**src/rtl/ud_counter_chain.sv**
```systemverilog
// ud_counter_chain: cascade of DIGITS up/down counter digits of modulus MOD,
// counting as one multi-digit value. Supports parallel load with per-digit
// clamping, wrap or saturate at the range limits, and a registered wrap pulse.
module ud_counter_chain #(
  parameter int DIGITS   = 4,
  parameter int DW       = 4,
  parameter int MOD      = 10,
  parameter int SAT_MODE = 0
) (
  input  logic                 inter_clk,
  input  logic                 clr,
  input  logic                 cnt,
  input  logic                 ld,
  input  logic                 up,
  input  logic                 sat,
  input  logic [DIGITS*DW-1:0] ld_val,
  output logic [DIGITS*DW-1:0] c,
  output logic                 tc,
  output logic                 wrap_p
);

  localparam logic [DW-1:0] MAXD = DW'(MOD - 1);
  localparam logic [DW:0]   MODW = (DW + 1)'(MOD);

  logic [DIGITS-1:0][DW-1:0] c_q, c_d;
  logic                      wrap_q, wrap_d;
  logic [DIGITS-1:0]         lo_max, lo_zero;
  logic                      all_max, all_zero;
  logic                      sat_eff;

  // SAT_MODE flips the meaning of the sat input.
  assign sat_eff = sat ^ (SAT_MODE != 0);

  // Per-digit carry/borrow enables: lo_max[i] / lo_zero[i] mean every digit
  // below i sits at MOD-1 / 0, so digit i steps on this count.
  always_comb begin
    lo_max  = '0;
    lo_zero = '0;
    lo_max[0]  = 1'b1;
    lo_zero[0] = 1'b1;
    for (int i = 1; i < DIGITS; i++) begin
      lo_max[i]  = lo_max[i-1]  & (c_q[i-1] == MAXD);
      lo_zero[i] = lo_zero[i-1] & (c_q[i-1] == '0);
    end
    all_max  = lo_max[DIGITS-1]  & (c_q[DIGITS-1] == MAXD);
    all_zero = lo_zero[DIGITS-1] & (c_q[DIGITS-1] == '0);
  end

  assign tc = up ? all_max : all_zero;

  // Next-state: load (with clamping) beats count beats hold. At the limit the
  // plain carry rules already produce the wrapped value, so wrap mode needs no
  // special case; saturate mode simply suppresses the count.
  always_comb begin
    c_d    = c_q;
    wrap_d = 1'b0;
    if (ld) begin
      for (int i = 0; i < DIGITS; i++) begin
        if ({1'b0, ld_val[i*DW +: DW]} >= MODW)
          c_d[i] = MAXD;
        else
          c_d[i] = ld_val[i*DW +: DW];
      end
    end else if (cnt && !(tc && sat_eff)) begin
      wrap_d = tc;
      for (int i = 0; i < DIGITS; i++) begin
        if (up && lo_max[i])
          c_d[i] = (c_q[i] == MAXD) ? '0 : c_q[i] + DW'(1);
        else if (!up && lo_zero[i])
          c_d[i] = (c_q[i] == '0) ? MAXD : c_q[i] - DW'(1);
      end
    end
  end

  // Count and wrap-pulse registers, cleared asynchronously by clr.
  always_ff @(posedge inter_clk or posedge clr) begin
    if (clr) begin
      c_q    <= '0;
      wrap_q <= 1'b0;
    end else begin
      c_q    <= c_d;
      wrap_q <= wrap_d;
    end
  end

  assign c      = c_q;
  assign wrap_p = wrap_q;

endmodule
```
**config.mk**
```make
export PLATFORM = sky130hd
export DESIGN_NAME = ud_counter_chain
export DESIGN_NICKNAME = d
export VERILOG_FILES = /design/src/rtl/ud_counter_chain.sv
export SDC_FILE = /design/constraint.sdc
export NUM_CORES = 1
export LEC_CHECK = 0
export CELL_PAD_IN_SITES_DETAIL_PLACEMENT = 1
export CELL_PAD_IN_SITES_GLOBAL_PLACEMENT = 1
export CORE_UTILIZATION = 35
export DETAILED_ROUTE_END_ITERATION = 8
export PLACE_DENSITY_LB_ADDON = 0.1
export SYNTH_ARGS = -nofsm -noshare
export SYNTH_HDL_FRONTEND = slang
export SYNTH_SLANG_ARGS = --single-unit
```
**constraint.sdc**
```tcl
create_clock -name inter_clk -period 3.3 [get_ports inter_clk]
set_clock_uncertainty 0.2 [all_clocks]
set_input_delay 0.33 -clock inter_clk [delete_from_list [all_inputs] [get_ports inter_clk]]
set_output_delay 0.33 -clock inter_clk [all_outputs]
set_load 0.02 [all_outputs]
```
==> reports/metrics.yaml <==
arrival_ns: 2.56
port_buffers: 39
hold_slack_ns: 0.2989
fmax_ghz: 0.3238
rows: 24
cts_tree: "done"
fin_crit_ns: 3.088
regArea_um2: 425.4
drive_gt1_share_pct: 11.44
slew_headroom_pct: 50.21
clk_latency_ns: 0.25
grt-ovfl-total: 0
vias_per_cell: 5.865
cts_made_buffers: 3
endpoint_kind: "primary output"
floorplan.initialDensity_pct: 36.47
critPathLaunchType: "flip-flop"
drtAntennaViolNets: 0
core_um2: 4354
syn_area_per_cell_um2: 7.822
grt_usage_pct: 21.11
worst_slew_pin_slew_ns: 0.7461
dp_hpwl_um: 3680
cts_resized: 0
ys_types: 56
nFillCells: 520
min_path_type: "in -> async"
num_antenna_cells: 0
dr_total_vias: 1689
layout.nets: 259
cts-root-buf: "clkbuf_8"
yosys_warnings: 0
synth_area_um2: 1588
clock_path_buffers: 2
yosys.area.top_type: "dfrtp_1"
synth_top_area_share_pct: 26.79
clk_pin_slew_ns: 0.07
grt_max_degree: 18
final_util_pct: 47.10
synthFlopType: "dfrtp_1"
p_total_uw: 879.9
grt_first_pass_wirelength_um: 8335
hold_violations: 0
ioPinCount: 40
drtIter0Drc: 102
setup_tns_ns: 0
drc_errors: 0
multi_input_area_um2: 1057
avgRoutedWirePerCell_um: 16.97
fin_crit_sh_pct: 93.58
r2r_slack_ns: 0.67
path_class: "reg -> out"
first_global_vias: 1682
slew_violations: 0
antenna_found_initial: 0
gp_congestion: 0.8572
synthArstFlopShare_pct: 100.0
maxCapViolations: 0
die_x_um: 69.36
fp.dieH_um: 69.36
dieArea_um2: 4810
syn2layout_area_growth_pct: 29.16
ys_seq_area_share_pct: 26.79
cts_sinks: 17
leakage_nw: 0.7531
setup_viol: 0
yosys_register_bits: 17
dr.pass1.iters: 4
synth_cells: 203
ir_drop_uv: 232.4
synth_edf_count: 0
status: "finished clean"
rsz0062_at_grt: "false"
required_ns: 2.77
htreeDepth: 1
synth_nets: 225
drt-total-wl_um: 4886
holdBufCountCts: 0
synthTopCellsByArea: "dfrtp_1, o21ai_0, a21oi_1"
crit_fanout: 11
post_cts_buffers: 0
powerDensity_nw_per_um2: 429.1
[metrics by stage]
step           instance area, um2  cells  setup WS (ns)
2_1_floorplan                1588    203         0.8516
3_3_place_gp                 2006    284         0.3282
3_5_place_dp                 2006    284         0.2567
4_1_cts                      2051    288         0.2050
5_1_grt                      2051    288        0.06968
6_report                     2051    288         0.2118
[worst max-delay path, stage by stage (launching register included)]
cell             delay [ns]
dfrtp_1                0.50
nand4bb_1              0.42
nor4_4                 0.54
a22o_2                 0.24
clkdlybuf4s50_1        0.60
[final cells by class]
| class | count | share of cell area, % |
|---|---|---|
| Tap cell | 52 | 3.173 |
| Sequential cell | 17 | 20.74 |
| Timing Repair Buffer | 44 | 20.87 |
| Inverter | 8 | 1.464 |
| Clock buffer | 4 | 2.196 |
| Multi-Input combinational cell | 163 | 51.56 |
[cell usage after synthesis (all sizes together) (4+ instances only)]
cell type	count
dfrtp	17
nand2	14
o211ai	5
a21oi	18
o21ai	20
or3	5
nor4	5
nor2	22
nand3	8
inv	8
a31oi	7
o21a	4
clkbuf	7
a22oi	4
xnor2	5
nand3b	4
buf	8
[cell usage in the layout, fill, tap and decap left out, drive strengths merged, types with 7 or more instances in the layout]
cell,instances
nand3,8
a31oi,7
a21oi,18
dfrtp,17
nand2,14
o21ai,20
nor2,22
inv,8
clkdlybuf4s50,39
[worst paths after layout]
path                        from  endpoint  depth (start not counted)
setup / recovery            c[6]        tc                          4
hold / removal               clr      c[1]                          2
setup reg to reg            c[6]     c[13]                          6
hold reg to reg            c[15]     c[15]                          1
max in group asynchronous    clr      c[4]                          2
min in group inter_clk     c[15]     c[15]                          1
[cells by family (layout without fill, tap and decap cells)]
logic type	after synthesis	after routing	share of synthesized area, %
AOI/OAI and AO/OA	74	74	30.50
buffers and inverters	23	56	6.620
xor gates and xnor gates	7	7	3.861
DFF	17	17	26.79
and+or+nand+nor	79	79	30.03
muxes	3	3	2.206
[registers in the layout, indices dropped and copies added, names as in the netlist]
name    flops
c          16
wrap_p      1
[layer usage]
layer / routed length [um] / GRT usage, % / share of wire, % / up-vias
met1: 2243 / 28.38 / 46 / 831
met5: 0 / 0 / 0 / -
met2: 2459 / 36.57 / 50 / 34
li1: - / - / - / 822
met3: 166 / 3.198 / 3.4 / 2
met4: 18 / 2.721 / 0.37 / 0
[power by group]
group | internal (mW) | total (mW) | leakage [nW] | switching, mW
Clock | 0.0858 | 0.165 | 0.0228 | 0.0791
Combinational | 0.192 | 0.385 | 0.528 | 0.193
Sequential | 0.241 | 0.330 | 0.203 | 0.0891
No activity file was read; power rests on OpenSTA's default activity.
==> RTL change 1, RTL diff (config.mk and constraints unchanged) <==
Change the parameter `DIGITS` from 4 to 5.
--- a/src/rtl/ud_counter_chain.sv
+++ b/src/rtl/ud_counter_chain.sv
@@ -2,7 +2,7 @@
 // counting as one multi-digit value. Supports parallel load with per-digit
 // clamping, wrap or saturate at the range limits, and a registered wrap pulse.
 module ud_counter_chain #(
-  parameter int DIGITS   = 4,
+  parameter int DIGITS   = 5,
   parameter int DW       = 4,
   parameter int MOD      = 10,
   parameter int SAT_MODE = 0
Interface: changed (resized c and ld_val); port bits go from 40 to 48. The function was not compared with the original's and may differ.
==> RTL change 1 against the unedited design <==
  * Hold slack improved by 0.046 ns
  * Clock power rose by 9%
  * Total power rose by 0.66%
  * Worst setup slack improved by 0.31 ns
  * Area after synthesis rose by 30%
  * Utilization rose by 0.11 points
  * Critical path depth rose by 3
  * Non-clock buffer count rose by 21
  * Routed wire length rose by 25%
  * Design area rose by 29%
  * Register-to-register slack improved by 0.04 ns
  * Sequential cell count rose by 4
  * Via count rose by 27%
==> RTL change 1: results (changes against the unedited design) <==
metric	value	unit	change
port-buffer-count	47		was 39
routed_wl	6.09	mm	was 4.89 mm
drt-initial-drc-count	88		was 102
r2r_end	c[10]		was c[13]
post_dp_cell_area	2580	um2	was 2010 um2
netlist_instances	256		was 203
cts.clk_slew.worst_paths	0.09	ns	was 0.07 ns
routed_via_density	5.72		was 5.86
synth_seq_area_share	25.5	%	was 26.8%
timing.critical_path.fanout_max	3		was 11
slew_headroom	41.4	%	was 50.2%
worst_r2r_startpoint	c[0]		was c[6]
place_hpwl	4.57	mm	was 3.68 mm
place_inst	370		was 284
gp_congestion	0.784		was 0.857
ff2ff_setup_slack	0.71	ns	was 0.67 ns
detailedPlace.worstSlack	0.0559	ns	was 0.257 ns
layout-drive-gt1-share	11.9	%	was 11.4%
final_critical_path_setup_slack	0.525	ns	was 0.212 ns
synth_fp_nets	282		was 225
run_status	complete, no violations		unchanged
power.leakage	1.03	nW	was 0.753 nW
grt_first_pass_wirelength	10.1	mm	was 8.34 mm
first_global_vias	2015		was 1,682
crit_arrival	2.24	ns	was 2.56 ns
timing.critical_path.from	up		was c[6]
pin_count_of_the_biggest_net_entering_global_routing	36		was 18
fin_nets	329		was 259
number_of_library_cell_types_mapped_by_synthesis	66		was 56
ir_drop	157	uV	was 232 uV
==> RTL change 1: changes by cell type after synthesis, sizes merged, moves of 6 or more <==
| cell | before | now |
|---|---|---|
| a21oi | 18 | 10 |
| nand2 | 14 | 22 |
| nand4 | 1 | 8 |
| o21ai | 20 | 26 |
==> RTL change 1: what timing repair did <==
item / in CTS / in global routing
setup endpoints to repair: 0 / 1
gates resized for setup: 0 / 3
buffers inserted: 0 / 0
==> RTL change 1: report_power, final <==
| part | switching [W] | internal, W |
|---|---|---|
| registers | 0.0000534 | 0.000282 |
| logic | 0.000191 | 0.000179 |
| clock network | 0.0000941 | 0.0000862 |
| total | 0.000338 | 0.000548 |
==> RTL change 1: final cells by class <==
class,count,area [um2]
fill,698,2960
multi-input combinational,202,1340
timing repair buffer,65,608
sequential,21,526
tap,72,90.1
clock buffer,4,45.0
inverter,10,37.5
==> RTL change 1: kinds of logic after synthesis <==
group | after synthesis | synth area share, %
xor gates and xnor gates | 14 | 5.94
DFF | 21 | 25.5
muxes | 3 | 1.46
and+or+nand+nor | 105 | 30.6
AOI/OAI and AO/OA | 80 | 26.3
buffers and inverters | 33 | 10.2
==> RTL change 1: worst min path at each step <==
stage | startpoint | to | slack (ns) | cells after the start
2_1_floorplan | clr | c[0] | 0.11 | 1
3_3_place_gp | c[9] | c[9] | 0.48 | 2
3_5_place_dp | c[9] | c[9] | 0.50 | 2
4_1_cts | clr | c[3] | 0.38 | 2
5_1_grt | clr | c[10] | 0.46 | 2
6_report | clr | c[10] | 0.34 | 2
==> RTL change 1: layer usage <==
metal	vias to the layer above	track usage [%]	share of wire (%)
met3	4	1.95	2.2
met2	32	33.5	48
met1	1051	29.0	49
met5	-	0	0
met4	0	4.63	0.53
li1	1051	-	-
==> RTL change 2, RTL diff (same settings) <==
Made on the original files. Take the reset off `c_q` and load it in a clocked block of its own.
--- a/src/rtl/ud_counter_chain.sv
+++ b/src/rtl/ud_counter_chain.sv
@@ -75,12 +75,14 @@
   // Count and wrap-pulse registers, cleared asynchronously by clr.
   always_ff @(posedge inter_clk or posedge clr) begin
     if (clr) begin
-      c_q    <= '0;
       wrap_q <= 1'b0;
     end else begin
-      c_q    <= c_d;
       wrap_q <= wrap_d;
     end
+  end
+
+  always_ff @(posedge inter_clk) begin
+    c_q <= c_d;
   end
 
   assign c      = c_q;
Function: changed (a bounded check fails within 4 cycles, from zero or initial values; the reset may be asserted at any time).
==> RTL change 2 against the unedited design <==
  * Combinational power is 26% lower
  * Worst setup slack better by 0.0029 ns
  * Sequential cell count stayed put
  * Area after synthesis is 6.5% higher
  * Routed wire length is 3.4% lower
  * Design area is 3.5% higher
  * Total power is 12% lower
  * Largest power group is now registers
  * Highest routed layer unchanged
==> RTL change 2: results (changes against the unedited design) <==
metric	value	unit	change
grt.total_usage	19.4	%	was 21.1%
r2r_end	c[12]		was c[13]
gp_congestion	0.875		was 0.857
power.internal	0.000497	W	was 0.000519 W
layout-drive-gt1-share	7.56	%	was 11.4%
first_pass_iters	4		unchanged
number_of_library_cell_types_mapped_by_synthesis	59		was 56
synth_fp_nets	216		was 225
final_non_filler_cells	277		was 288
grt_first_pass_wirelength	8.00	mm	was 8.34 mm
yosys-top-cells-count	sky130_fd_sc_hd__edfxtp_1 (16), sky130_fd_sc_hd__a21oi_1 (13), sky130_fd_sc_hd__inv_1 (11), sky130_fd_sc_hd__nand2_1 (11), sky130_fd_sc_hd__nor2b_1 (11)		was sky130_fd_sc_hd__nor2_1 (21), sky130_fd_sc_hd__dfrtp_1 (17), sky130_fd_sc_hd__o21ai_0 (17)
timing.critical_path.from	c[8]		was c[6]
place_inst	272		was 284
asyncSetResetFlopFracSynth	5.88	%	was 100%
fin_nets	248		was 259
yosys_most_used_dff	sky130_fd_sc_hd__edfxtp_1		was sky130_fd_sc_hd__dfrtp_1
routed_wl	4.72	mm	was 4.89 mm
place_hpwl	3.55	mm	was 3.68 mm
clockRootBuffer	sky130_fd_sc_hd__clkbuf_8		unchanged
r2r_cells	4		was 6
power.leakage	0.780	nW	was 0.753 nW
run_status	complete, no violations		unchanged
drt-initial-drc-count	142		was 102
ff2ff_setup_slack	0.78	ns	was 0.67 ns
crit_arrival	2.56	ns	about the same
synth_seq_area_share	29.9	%	was 26.8%
first_global_vias	1658		was 1,682
max_slew.worst_pin.slew	0.683	ns	was 0.746 ns
ir_drop	191	uV	was 232 uV
port-buffer-count	39		unchanged
synth_edf_count	16		was 0
hold_path_class	in -> reg		was in -> async
timing.critical_path.fanout_max	14		was 11
synth_top_cells_by_area	sky130_fd_sc_hd__edfxtp_1 (28%), sky130_fd_sc_hd__nor2b_1 (4.1%), sky130_fd_sc_hd__buf_6 (4.0%), sky130_fd_sc_hd__a21oi_1 (3.8%), sky130_fd_sc_hd__nor4bb_4 (3.0%)		was sky130_fd_sc_hd__dfrtp_1 (27%), sky130_fd_sc_hd__o21ai_0 (5.4%), sky130_fd_sc_hd__a21oi_1 (5.0%), sky130_fd_sc_hd__nor2_1 (5.0%), sky130_fd_sc_hd__nand2_1 (3.3%)
pin_count_of_the_biggest_net_entering_global_routing	26		was 18
post_synth.cell_area_avg	8.72	um2	was 7.82 um2
[RTL change 2: cell count changes after synthesis, sizes merged, moves of 4 or more]
| cell | before | now |
|---|---|---|
| or3 | 5 | 1 |
| nand3 | 8 | 1 |
| buf | 8 | 13 |
| nor2 | 22 | 10 |
| o21a | 4 | 0 |
| dfrtp | 17 | 1 |
| inv | 8 | 12 |
| nor2b | 1 | 11 |
| edfxtp | 0 | 16 |
| a21oi | 18 | 13 |
| o21ai | 20 | 15 |
[RTL change 2: what timing repair did]
item	in CTS	in global routing
hold endpoints to repair	1	0
buffers inserted	0	0
resized for setup	0	0
hold buffers	1	0
[RTL change 2: worst max-delay path, delay by kind of cell, from the launching register on]
family          cells  cell delay, ns
buf+inv             2            0.70
compound gates      1            0.11
flops               1            0.58
simple gates        2            0.91
[RTL change 2: how the worst min path moves through the flow]
stage	endpoint	cells after the start
2_1_floorplan	wrap_p	1
3_3_place_gp	wrap_p	2
3_5_place_dp	wrap_p	2
4_1_cts	wrap_p	2
5_1_grt	wrap_p	2
6_report	wrap_p	2
[RTL change 2: final cells by class]
| class | instances | area [um2] |
|---|---|---|
| clock buffers | 4 | 45.0 |
| fillers | 534 | 2380 |
| inverters | 12 | 45.0 |
| multi-input cells | 145 | 1010 |
| flip-flops and latches | 17 | 505 |
| well taps | 52 | 65.1 |
| repair buffers | 47 | 453 |
[RTL change 2: power groups by stage]
stage	logic [W]	registers, W	clock network (W)
after floorplan	0.000190	0.000320	0
after global placement	0.000275	0.000322	0
after detailed placement	0.000284	0.000326	0
after CTS	0.000285	0.000321	0.000172
after global routing	0.000310	0.000329	0.000177
final	0.000283	0.000322	0.000168
[RTL change 2: kinds of logic after synthesis]
logic type	after synthesis	share of synthesized area, %
simple gates	70	28.3
buf+inv	32	10.4
compound gates	67	26.8
mux	3	1.92
xor+xnor	5	2.59
flops	17	29.9
[RTL change 2: stage by stage]
stage                     setup WS (ns)  power, W  utilization, %  hold WS [ns]  area [um2]
final                             0.215  0.000773            47.1         0.456        2120
after global routing              0.112  0.000817            47.1         0.466        2120
after CTS                         0.221  0.000778            47.1         0.451        2120
after detailed placement          0.433  0.000610            45.9         0.279        2070
after global placement            0.471  0.000598            45.9         0.273        2070
after floorplan                   0.876  0.000510               -        -0.141        1690
[RTL change 2: metal layers]
metal  GRT usage, %  up-vias  part of all wire [%]
li1               -      812                     -
met1           26.0      784                    46
met2           32.9       40                    48
met3           3.52        8                   4.0
met4           3.70        0                   1.2
met5              0        -                     0
